### src/rtl/instruction_register.sv
// Instruction register: latches an instruction from the CPU bus, exposes its opcode,
// drives the operand back onto the bus, counts loads and latches a sticky halt.
module instruction_register #(
  parameter logic [3:0] HLT_OPCODE = 4'hF
) (
  input  logic       clk,
  input  logic       rst_n,
  input  logic [7:0] bus_in,
  input  logic       li,
  input  logic       eo,
  input  logic       clr,
  output logic [3:0] opcode,
  output logic [7:0] bus_out,
  output logic       bus_oe,
  output logic       ir_valid,
  output logic       halted,
  output logic [7:0] instr_count
);

  localparam logic [1:0] EMPTY  = 2'd0;
  localparam logic [1:0] LOADED = 2'd1;
  localparam logic [1:0] HALTED = 2'd2;

  logic [1:0] state;
  logic [7:0] ir;
  logic [7:0] cnt;
  logic       load;

  assign load = li && (state != HALTED);

  always_ff @(posedge clk or negedge rst_n) begin
    if (!rst_n) begin
      state <= EMPTY;
      ir    <= 8'h00;
      cnt   <= 8'h00;
    end else if (clr) begin
      // Clear wipes the instruction but keeps the lifetime load count.
      state <= EMPTY;
      ir    <= 8'h00;
    end else if (load) begin
      ir    <= bus_in;
      cnt   <= (cnt == 8'hFF) ? 8'hFF : cnt + 8'h01;
      state <= (bus_in[7:4] == HLT_OPCODE) ? HALTED : LOADED;
    end
  end

  assign opcode      = ir[7:4];
  assign bus_oe      = eo;
  assign bus_out     = eo ? {4'h0, ir[3:0]} : 8'h00;
  assign ir_valid    = (state != EMPTY);
  assign halted      = (state == HALTED);
  assign instr_count = cnt;

endmodule
### config.mk
export PLATFORM = sky130hd
export DESIGN_NAME = instruction_register
export DESIGN_NICKNAME = d
export VERILOG_FILES = /design/src/rtl/instruction_register.sv
export SDC_FILE = /design/constraint.sdc
export NUM_CORES = 1
export LEC_CHECK = 0
export CORE_MARGIN = 2
export CORE_UTILIZATION = 43
export DETAILED_ROUTE_END_ITERATION = 10
export GPL_TIMING_DRIVEN = 0
export PLACE_DENSITY = 0.78
export SLEW_MARGIN = 20
export SYNTH_ARGS = -nofsm -noshare
export SYNTH_HDL_FRONTEND = slang
export SYNTH_SLANG_ARGS = --single-unit
### constraint.sdc
create_clock -name clk -period 1.5 [get_ports clk]
set_input_delay 0.225 -clock clk [delete_from_list [all_inputs] [get_ports clk]]
set_output_delay 0.225 -clock clk [all_outputs]
set_load 0.02 [all_outputs]
After elaboration in Yosys (flattened, before gate mapping)
Cells that the tools add are included.
- memory bits (read-only): 0
- register bits: 18
- latch bits: 0
- bits of input ports: 13
- RAM bits: 0
- memories kept: 0
- output and inout bits: 23
- logic and storage cells: 20
- $add $sub $neg: 1
- div/mod/pow operators: 0
- multiplexer cells: 7
- order comparisons: 0
- reduce and logical (&&, ||, !) cells: 4
- equality and inequality tests: 4
- $mul: 0
- shifts and indexed selects: 0
- bitwise logic cells: 1
- operator list (kind ; number):
    $mux 8 ; 3
    $add 8x1->8 const B ; 1
    $eq 8x8->1 const B ; 1
    $mux 2 ; 3
    $eq 4x4->1 const B ; 1
    $mux 4 ; 1
    $reduce_bool 2->1 ; 2
    $eq 2x2->1 const B ; 1
    $ne 2x2->1 const B ; 1
    $reduce_and 2->1 ; 1
    $logic_and 1x1->1 ; 1
    $not 1->1 ; 1

Logic depth before layout (Yosys ltp)
Gate-level depths: netlist (run 1).
- depth after elaboration: 4
- gate-level depth with buffers: 5
- depth with buffers taken out: 4

Least setup slack after synthesis (run 1)
OpenSTA, ideal clock, no wires.
- path type: reg2reg
- start point: reg cnt[0] (netlist: instr_count[0])
- end point: reg cnt[5] (netlist: instr_count[5])
- path slack: 188 ps
- data arrival time: 1165 ps
- library setup time: 147 ps
- cell stages (with the launch flop): 5
- required time: 1353 ps
- buffers on the path: 0
- period minus slack after synthesis: 1312 ps
- cell sequence: dfrtp_1 ha_1 and3b_1 nand3_1 o221ai_1
- cells in the longest elaborated chain, start to end: 2
- elaborated cells between the ends (all ways): 3
- those cells by class: 1 x add/sub; 1 x eq/ne; 1 x mux
- RTL lines (what ; line ; text):
    start, declared ; 26 ; logic [7:0] cnt;
    start signal, assigned ; 42 ; cnt <= (cnt == 8'hFF) ? 8'hFF : cnt + 8'h01;
    $add 8x1->8 or $eq 8x8->1 (tied branches) ; 42 ;
    $mux 8 (*) ; 42 ;
Every way passes the cells marked *; elsewhere a longest branch is shown, timed or not.
A chain may end at the register's enable or synchronous reset.

Worst setup path after layout (run 1)
- start point: in eo
- end point: out bus_out[0]
- cells in the longest elaborated chain, start to end: 1
- RTL lines (what ; line ; text):
    start, declared ; 10 ; input logic eo,
    $mux 4 ; 49 ; assign bus_out = eo ? {4'h0, ir[3:0]} : 8'h00;
    end, declared ; 13 ; output logic [7:0] bus_out,
Every way passes these cells.

==> reports/summary.txt, run 1 <==
most frequent cells in the layout - 18 x dfrtp_1, 16 x dlygate4sd2_1, 11 x buf_4, 11 x clkdlybuf4s50_1, 9 x a22o_1
Vias - 853
Main synth FF type - dfrtp_1
std cell rows - 16
Avg WL per Cell - 13.5 um
Initial Util - 46.8%
clk slew on worst S/H paths - 0.10 ns
Final Max Tran Viols - 0
Ant. Diodes - 0
P&R area growth vs syn - 39.3%
Worst Path Class, Setup - input port to output pin
run status - finished clean
CTS tree - done
crit path DAT - 1.21 ns
Setup TNS - 0 ns
count of flip-flops with a built-in enable after synthesis - 0
GP Congestion - 0.845
async set-reset flop share out of synthesis - 100%
maximum vdd drop - 0.950 mV
I/O Pins - 36
Hold Buf Count CTS - 0
DRC viols - 0
CTS Buf Count - 3
total power - 1.54 mW
final worst setup slack - 0.0601 ns
first-pass GRT wire length - 3.49 mm
Util after Layout - 65.2%
pre-CTS WS - -0.246 ns
Cell Pwr Density - 1170 nW/um^2
core region area - 2020 um^2
Setup violations, final - 0
most common cell after layout, fill and taps aside - dfrtp_1
Port Buf Inserts - 30
cell family with most CP delay - buffers and inverters
DRT antenna net count - 0
fin crit share - 96.0%
YS warnings - 0
Layout fillers - 171
synth unique cells - 35
max_cap viols - 0
CP Capture Type - output pin
post-layout minimum cycle time - 1.44 ns
clk sinks - 18
clk buf depth - 2
Seq cells post-synth - 18
min-delay worst type - input port to flop
number of global-route vias before repair - 789
Initial DRT Pass Iterations - 4
startpoint class of the critical path - input port
Post-Route WL - 2.07 mm
H-tree levels - 1
layout cells sized above 1 - 19.0%
die width - 50.9 um
final HPWL from detailed placement - 1.50 mm
worst-path cell chain - clkdlybuf4s50_1 > and2_1 > dlygate4sd2_1
crit-path max cell delay - 0.52 ns
sequential element share of the synthesized area - 47.6%
Final Hold Viols - 0
GRT Residual Overflow - 0
buffers plus inverters on the worst setup path - 2
Layout Nets - 141
Mapped Area - 946 um^2
All-Layer GR Usage - 18.1%
initial antenna violation count - 0
Worst Max-Slew Pin Slew - 0.793 ns
Static Leak - 0.651 nW
Die ar. - 2590 um^2
RSZ-0062 raised after global routing - no
Critical Path Fanout Max - 5
die height - 50.9 um
relative slew slack - 47.0%
clk root buf - clkbuf_4
Mapped Cells - 88
skew final - 0.00353 ns
initial DRC count - 31
Worst-Skew Late Latency - 0.30 ns
FMAX - 0.695 GHz
Worst path slowest cell - clkdlybuf4s50_1
Post-Syn Area per Cell - 10.7 um^2
Worst Path Required - 1.27 ns
number of vias per cell - 5.58
largest net degree at the start of global routing - 19
## power by group
| group | switching [mW] | internal, mW |
|---|---|---|
| Clock | 0.153 | 0.148 |
| Sequential | 0.108 | 0.577 |
| Combinational | 0.305 | 0.250 |
| Total | 0.567 | 0.975 |
## worst register-to-register path, stage by stage (launching register included)
cell      delay, ns
dfrtp_1        0.38
buf_4          0.13
nand2b_1       0.09
inv_2          0.09
or4_1          0.50
o211ai_1       0.10
## layer usage
layer | part of all wire (%) | wire (um) | global-route usage (%)
met5 | 0 | 0 | 0
met2 | 47 | 980 | 27.5
met3 | 5.1 | 106 | 2.63
met1 | 44 | 919 | 24.1
met4 | 2.9 | 60 | 11.7
## cell families after synthesis
kind of cell,share of synthesized area [%]
fa+ha+maj,1.32
mux,1.06
compound gates,20.9
flops,47.6
other cells,0.396
buf+inv,10.8
simple gates,17.9
## sequential cells by signal, summed over array words and instances (netlist names)
| signal | flops |
|---|---|
| instr_count | 8 |
| state | 2 |
| ir | 8 |
## synthesized netlist by cell type, types with 2 or more instances
master,count,area (um^2)
a21oi_1,3,15.0
a22o_1,9,78.8
a31oi_1,4,25.0
a41oi_1,2,17.5
and2_1,5,31.3
and3_1,3,18.8
buf_4,9,67.6
buf_6,2,22.5
dfrtp_1,18,450
nand2b_1,2,12.5
nand3_1,3,15.0
nand4_1,2,12.5
nor2b_1,2,12.5
nor3_1,2,10.0
o22ai_1,2,12.5
## area by class of cell
type / count / area, um^2 / area share, %
sequential: 18 / 450 / 34.2
buffer: 12 / 95.1 / 7.22
clock buffer: 4 / 36.3 / 2.75
multi-input combinational: 59 / 414 / 31.4
tap: 27 / 33.8 / 2.56
timing repair buffer: 31 / 280 / 21.3
inverter: 2 / 7.51 / 0.570
## final timing paths
check                                      from  cells after the start                          to  slack (ns)
max                                          eo                      3                  bus_out[0]        0.06
min                                          li                      3  instr_count[7]$_DFFE_PN0P_        0.28
max reg2reg                state[1]$_DFFE_PN0P_                      5  instr_count[3]$_DFFE_PN0P_        0.13
min reg2reg                   ir[1]$_DFFE_PN0P_                      1           ir[1]$_DFFE_PN0P_        0.51
max in group asynchronous                 rst_n                      1  instr_count[4]$_DFFE_PN0P_        0.63
min in group asynchronous                 rst_n                      1           ir[0]$_DFFE_PN0P_        0.38
## repair_timing
action                     4_1_cts  5_1_grt
gates cloned                     0        0
setup endpoints to repair       19       12
setup buffers                    0        1
pin swaps                        0        0
resized for setup               24        5
## metrics by stage
step	hold slack [ns]	cells	area (um^2)
final	0.285	153	1320
after global routing	0.269	153	1320
after CTS	0.275	152	1300
after detailed placement	0.488	148	1290
after global placement	0.482	148	1290
after floorplan	-0.0706	91	957
Power figures use the tool's default switching activity.
==> run 2: changes to the inputs <==
- ABC_AREA: unset -> 1
- PLACE_DENSITY: 0.78 -> 0.77
==> run 2 against run 1 <==
Total power fell by 16%. Clock power fell by 23%. Fmax decreased by 1.1%. Cell count increased by 25%. Critical path type unchanged. Critical endpoint is now bus_oe. Largest power group unchanged. Highest routed layer unchanged.
==> reports/summary.txt, run 2 <==
initial DRC count - 22 (was 31)
sequential element share of the synthesized area - 45.6% (was 47.6%)
std cell rows - 17 (was 16)
P&R area growth vs syn - 35.6% (was 39.3%)
Die ar. - 2700 um^2 (was 2590 um^2)
DRC viols - 0 (unchanged)
Port Buf Inserts - 31 (was 30)
Post CTS Setup Buffer Count - 0 (unchanged)
top-count cell post-synth - nand2_1 (was dfrtp_1)
Vias - 900 (was 853)
most frequent cells in the layout - 38 x nand2_1, 19 x nand3_1, 18 x dfrtp_1, 18 x dlygate4sd2_1, 16 x inv_1 (was 18 x dfrtp_1, 16 x dlygate4sd2_1, 11 x buf_4, 11 x clkdlybuf4s50_1, 9 x a22o_1)
Final Max Tran Viols - 0 (unchanged)
CP Capture Type - output pin (unchanged)
Mapped Cells - 126 (was 88)
final instance area - 1340 um^2 (was 1320 um^2)
global-route track usage on met1 - 22.9% (was 24.1%)
fin crit share - 97.1% (was 96.0%)
run status - finished clean (unchanged)
Mapped Area - 987 um^2 (was 946 um^2)
CP endpoint - bus_oe (was bus_out[0])
synth cell count leaders - 38 x nand2_1, 19 x nand3_1, 18 x dfrtp_1 (was 18 x dfrtp_1, 9 x a22o_1, 9 x buf_4)
core region area - 2190 um^2 (was 2020 um^2)
Worst Path Required - 1.27 ns (about the same)
Critical Path Stages - 3 (unchanged)
clk buf depth - 2 (unchanged)
min-delay worst type - input port to asynchronous set/reset pin (was input port to flop)
RR Startpoint - instr_count[0]$_DFFE_PN0P_ (was state[1]$_DFFE_PN0P_)
YS warnings - 0 (unchanged)
relative slew slack - 46.3% (was 47.0%)
Critical Path Fanout Max - 5 (unchanged)
worst-path cell chain - clkdlybuf4s50_1 > buf_4 > dlygate4sd2_1 (was clkdlybuf4s50_1 > and2_1 > dlygate4sd2_1)
maximum vdd drop - 0.683 mV (was 0.950 mV)
met3 Usage GRT - 3.45% (was 2.63%)
Post-Place Cells - 188 (was 148)
first-pass GRT wire length - 3.57 mm (was 3.49 mm)
buffers plus inverters on the worst setup path - 3 (was 2)
GP Congestion - 0.858 (was 0.845)
Finished Layout Cells - 191 (was 153)
die height - 51.9 um (was 50.9 um)
Post-Route WL - 2.12 mm (was 2.07 mm)
number of vias per cell - 4.71 (was 5.58)
Reg2Reg Depth - 5 (unchanged)
largest net degree at the start of global routing - 19 (unchanged)
clk root buf - clkbuf_4 (unchanged)
Util after Layout - 61.1% (was 65.2%)
FMAX - 0.687 GHz (was 0.695 GHz)
GR Util met2 - 28.7% (was 27.5%)
layout cells sized above 1 - 12.3% (was 19.0%)
Main synth FF type - dfrtp_1 (unchanged)
Avg WL per Cell - 11.1 um (was 13.5 um)
Final Hold Viols - 0 (unchanged)
Placement Cell Area - 1340 um^2 (was 1290 um^2)
Initial Util - 45.1% (was 46.8%)
Layout Nets - 179 (was 141)
Worst R2R Setup Slack - 0.22 ns (was 0.13 ns)
Worst path slowest cell - clkdlybuf4s50_1 (unchanged)
Cell Pwr Density - 964 nW/um^2 (was 1170 nW/um^2)
Worst-Skew Late Latency - 0.28 ns (was 0.30 ns)
CTS tree - done (unchanged)
DRT antenna net count - 0 (unchanged)
Static Leak - 0.760 nW (was 0.651 nW)
post-layout minimum cycle time - 1.46 ns (was 1.44 ns)
startpoint class of the critical path - input port (unchanged)
max_cap viols - 0 (unchanged)
All-Layer GR Usage - 17.6% (was 18.1%)
Initial DRT Pass Iterations - 6 (was 4)
share of the synthesized area in the top cell type - 45.6% (was 47.6%)
GRT Residual Overflow - 0 (unchanged)
RR Endpoint - instr_count[7]$_DFFE_PN0P_ (was instr_count[3]$_DFFE_PN0P_)
initial antenna violation count - 0 (unchanged)
Yosys top cell by area - dfrtp_1 (unchanged)
count of flip-flops with a built-in enable after synthesis - 0 (unchanged)
Seq cells post-synth - 18 (unchanged)
Worst Max-Slew Pin Slew - 0.803 ns (was 0.793 ns)
I/O Pins - 36 (unchanged)
crit path launch - eo (unchanged)
async set-reset flop share out of synthesis - 100% (unchanged)
final HPWL from detailed placement - 1.59 mm (was 1.50 mm)
Worst Path Class, Setup - input port to output pin (unchanged)
skew final - 0.00308 ns (was 0.00353 ns)
cell family with most CP delay - buffers and inverters (unchanged)
synth unique cells - 19 (was 35)
Post-Syn Area per Cell - 7.83 um^2 (was 10.7 um^2)
Ant. Diodes - 0 (unchanged)
most common cell after layout, fill and taps aside - nand2_1 (was dfrtp_1)
H-tree levels - 1 (unchanged)
GRT busiest layer - met2 (unchanged)
die width - 51.9 um (was 50.9 um)
RSZ-0062 raised after global routing - no (unchanged)
Hold Buf Count CTS - 0 (unchanged)
clk sinks - 18 (unchanged)
hold slack - 0.400 ns (was 0.285 ns)
clk slew on worst S/H paths - 0.10 ns (about the same)
top cells by area, synth - dfrtp_1 46%, nand2_1 14%, nand3_1 9.6%, buf_4 6.8%, inv_1 6.1% (was dfrtp_1 48%, a22o_1 8.3%, buf_4 7.1%, and2_1 3.3%, a31oi_1 2.6%)
Setup violations, final - 0 (unchanged)
number of global-route vias before repair - 848 (was 789)
CTS Buf Count - 3 (unchanged)
crit-path max cell delay - 0.56 ns (was 0.52 ns)
Setup TNS - 0 ns (unchanged)
crit path DAT - 1.23 ns (was 1.21 ns)
run 2: cell families after synthesis:
kind of cell    after synthesis  share of synthesized area [%]
buf+inv                      27                           14.4
simple gates                 71                           34.1
flops                        18                           45.6
fa+ha+maj                     1                           1.27
compound gates                8                           4.18
other cells                   1                          0.380
run 2: layout make-up:
| cell class | count | area (um^2) |
|---|---|---|
| clock buffers | 3 | 22.5 |
| flip-flops and latches | 18 | 450 |
| repair buffers | 31 | 283 |
| inverters | 17 | 63.8 |
| well taps | 28 | 35.0 |
| fillers | 209 | 852 |
| plain buffers | 10 | 78.8 |
| multi-input cells | 84 | 405 |
run 2: worst min-delay path by stage:
stage,startpoint,endpoint,slack (ns),depth (start not counted)
finish,rst_n,ir[6]$_DFFE_PN0P_,0.40,1
global route,rst_n,state[1]$_DFFE_PN0P_,0.47,1
CTS,rst_n,ir[6]$_DFFE_PN0P_,0.43,1
detailed placement,ir[4]$_DFFE_PN0P_,ir[4]$_DFFE_PN0P_,0.50,2
global placement,ir[4]$_DFFE_PN0P_,ir[4]$_DFFE_PN0P_,0.50,2
floorplan,rst_n,instr_count[0]$_DFFE_PN0P_,-0.07,0
run 2: timing repair:
item,CTS,global route
cloned,0,0
hold endpoints to repair,0,0
gates resized for setup,19,2
setup endpoints to repair,19,1
run 2: routing by layer:
| metal | share of wire, % | wire (um) | up-vias |
|---|---|---|---|
| met5 | 0 | 0 | - |
| met4 | 0.42 | 9 | 0 |
| met3 | 6.9 | 147 | 2 |
| met2 | 45 | 945 | 28 |
| met1 | 48 | 1020 | 415 |
| li1 | - | - | 455 |
run 2: through the flow:
stage | worst slack (ns) | total power [mW]
after floorplan | 0.254 | 0.886
after global placement | -0.213 | 1.11
after detailed placement | -0.225 | 1.12
after CTS | 0.0382 | 1.30
after global routing | 0.00144 | 1.37
final | 0.0439 | 1.29
run 2: where the power goes:
| group | internal (mW) | switching (mW) | total, mW |
|---|---|---|---|
| clock network | 0.0930 | 0.138 | 0.231 |
| registers | 0.554 | 0.0762 | 0.630 |
| logic | 0.178 | 0.251 | 0.429 |
| total | 0.825 | 0.465 | 1.29 |
==> run 3: changes to the inputs <==
- RECOVER_POWER: unset -> 25
==> run 3 against run 2 <==
Via count did not move. Fmax did not move. Critical endpoint unchanged. Wire length did not move. Critical path type unchanged. Clock skew did not move. Setup slack did not move.
==> reports/summary.txt, run 3 (synthesis gave the netlist of run 2 again) <==
Sequential Power Share - 48.9% (about the same)
first-pass GRT wire length - 3.57 mm (unchanged)
most common cell after layout, fill and taps aside - nand2_1 (unchanged)
Util after Layout - 61.1% (unchanged)
layout cells sized above 1 - 12.3% (unchanged)
sw power - 0.465 mW (unchanged)
worst-path cell chain - clkdlybuf4s50_1 > buf_4 > dlygate4sd2_1 (unchanged)
crit-path max cell delay - 0.56 ns (about the same)
CTS tree - done (unchanged)
Vias - 900 (unchanged)
initial DRC count - 22 (unchanged)
Static Leak - 0.760 nW (about the same)
core region area - 2190 um^2 (unchanged)
maximum vdd drop - 0.683 mV (about the same)
number of vias per cell - 4.71 (unchanged)
relative slew slack - 45.8% (was 46.3%)
Sw Share - 36.1% (was 36.0%)
Finished Layout Cells - 191 (unchanged)
Placement Cell Area - 1340 um^2 (unchanged)
Setup TNS - 0 ns (unchanged)
Final Hold Viols - 0 (unchanged)
std cell rows - 17 (unchanged)
DRT antenna net count - 0 (unchanged)
Worst-Skew Late Latency - 0.28 ns (about the same)
buffers plus inverters on the worst setup path - 3 (unchanged)
total power - 1.29 mW (about the same)
hold slack - 0.470 ns (was 0.400 ns)
GRT Residual Overflow - 0 (unchanged)
Internal - 0.825 mW (about the same)
FMAX - 0.687 GHz (unchanged)
P&R area growth vs syn - 35.6% (unchanged)
Initial DRT Pass Iterations - 6 (unchanged)
clk root buf - clkbuf_4 (unchanged)
GP Congestion - 0.858 (unchanged)
Worst Path Class, Setup - input port to output pin (unchanged)
Comb pwr share - 33.2% (about the same)
Avg WL per Cell - 11.1 um (unchanged)
crit path DAT - 1.23 ns (about the same)
Post-Place Cells - 188 (unchanged)
Clk pwr share - 17.9% (about the same)
Cell Pwr Density - 963 nW/um^2 (was 964 nW/um^2)
CTS Buf Count - 3 (unchanged)
max_cap viols - 0 (unchanged)
Setup violations, final - 0 (unchanged)
most frequent cells in the layout - 38 x nand2_1, 19 x nand3_1, 18 x dfrtp_1, 18 x dlygate4sd2_1, 16 x inv_1 (unchanged)
clk slew on worst S/H paths - 0.10 ns (about the same)
Initial Util - 45.1% (unchanged)
CP Capture Type - output pin (unchanged)
DRC viols - 0 (unchanged)
Post-Route WL - 2.12 mm (unchanged)
Final Max Tran Viols - 0 (unchanged)
cell family with most CP delay - buffers and inverters (unchanged)
I/O Pins - 36 (unchanged)
RSZ-0062 raised after global routing - no (unchanged)
min-delay worst type - input port to asynchronous set/reset pin (unchanged)
Worst path slowest cell - clkdlybuf4s50_1 (unchanged)
H-tree levels - 1 (unchanged)
clk sinks - 18 (unchanged)
final instance area - 1340 um^2 (unchanged)
die height - 51.9 um (unchanged)
startpoint class of the critical path - input port (unchanged)
run status - finished clean (unchanged)
Layout Nets - 179 (unchanged)
All-Layer GR Usage - 17.6% (unchanged)
Post CTS Setup Buffer Count - 0 (unchanged)
final worst setup slack - 0.0439 ns (unchanged)
post-layout minimum cycle time - 1.46 ns (unchanged)
pre-CTS WS - -0.225 ns (unchanged)
initial antenna violation count - 0 (unchanged)
Hold Buf Count CTS - 0 (unchanged)
skew final - 0.00308 ns (unchanged)
clk buf depth - 2 (unchanged)
final HPWL from detailed placement - 1.59 mm (unchanged)
number of global-route vias before repair - 848 (unchanged)
Port Buf Inserts - 31 (unchanged)
die width - 51.9 um (unchanged)
Critical Path Fanout Max - 5 (unchanged)
Ant. Diodes - 0 (unchanged)
largest net degree at the start of global routing - 19 (unchanged)
Die ar. - 2700 um^2 (unchanged)
Worst Max-Slew Pin Slew - 0.811 ns (was 0.803 ns)
fin crit share - 97.1% (unchanged)
Worst Path Required - 1.27 ns (about the same)
==> run 3: cell count changes in the layout (fill, tap and decap cells not counted) <==
| cell | delta |
|---|---|
| dlygate4sd3_1 | +1 |
| clkdlybuf4s50_1 | -1 |
==> run 3: cell type report <==
class	count	area (um^2)
Fill cell	209	852
Sequential cell	18	450
Multi-Input combinational cell	84	405
Timing Repair Buffer	31	283
Buffer	10	78.8
Inverter	17	63.8
Tap cell	28	35.0
Clock buffer	3	22.5
==> run 3: power groups by stage <==
stage | Combinational [mW] | Clock [mW] | Sequential [mW]
6_report | 0.428 | 0.231 | 0.630
5_1_grt | 0.477 | 0.252 | 0.643
4_1_cts | 0.435 | 0.233 | 0.629
3_5_place_dp | 0.481 | 0 | 0.636
3_3_place_gp | 0.469 | 0 | 0.638
2_1_floorplan | 0.194 | 0 | 0.692
==> run 3: repair_timing <==
item,4_1_cts,5_1_grt
gates cloned,0,0
gates resized for setup,19,2
endpoints found under the setup margin,19,1
==> run 3: worst paths after layout <==
kind                                               to                        from  slack [ns]  depth (start not counted)
setup / recovery                               bus_oe                          eo        0.04                          3
hold / removal                      ir[6]$_DFFE_PN0P_                       rst_n        0.47                          1
setup reg to reg           instr_count[7]$_DFFE_PN0P_  instr_count[0]$_DFFE_PN0P_        0.22                          5
hold reg to reg                     ir[3]$_DFFE_PN0P_           ir[3]$_DFFE_PN0P_        0.52                          2
max in group asynchronous           ir[2]$_DFFE_PN0P_                       rst_n        0.53                          1
min in group clk                    ir[2]$_DFFE_PN0P_                   bus_in[2]        0.48                          3
==> run 3: metal layers <==
layer	wire length, um	track usage (%)	vias up	part of all wire, %
met4	9	6.58	0	0.42
met2	945	28.7	28	45
met1	1020	22.9	415	48
met3	147	3.45	2	6.9
met5	0	0	-	0
li1	-	-	455	-
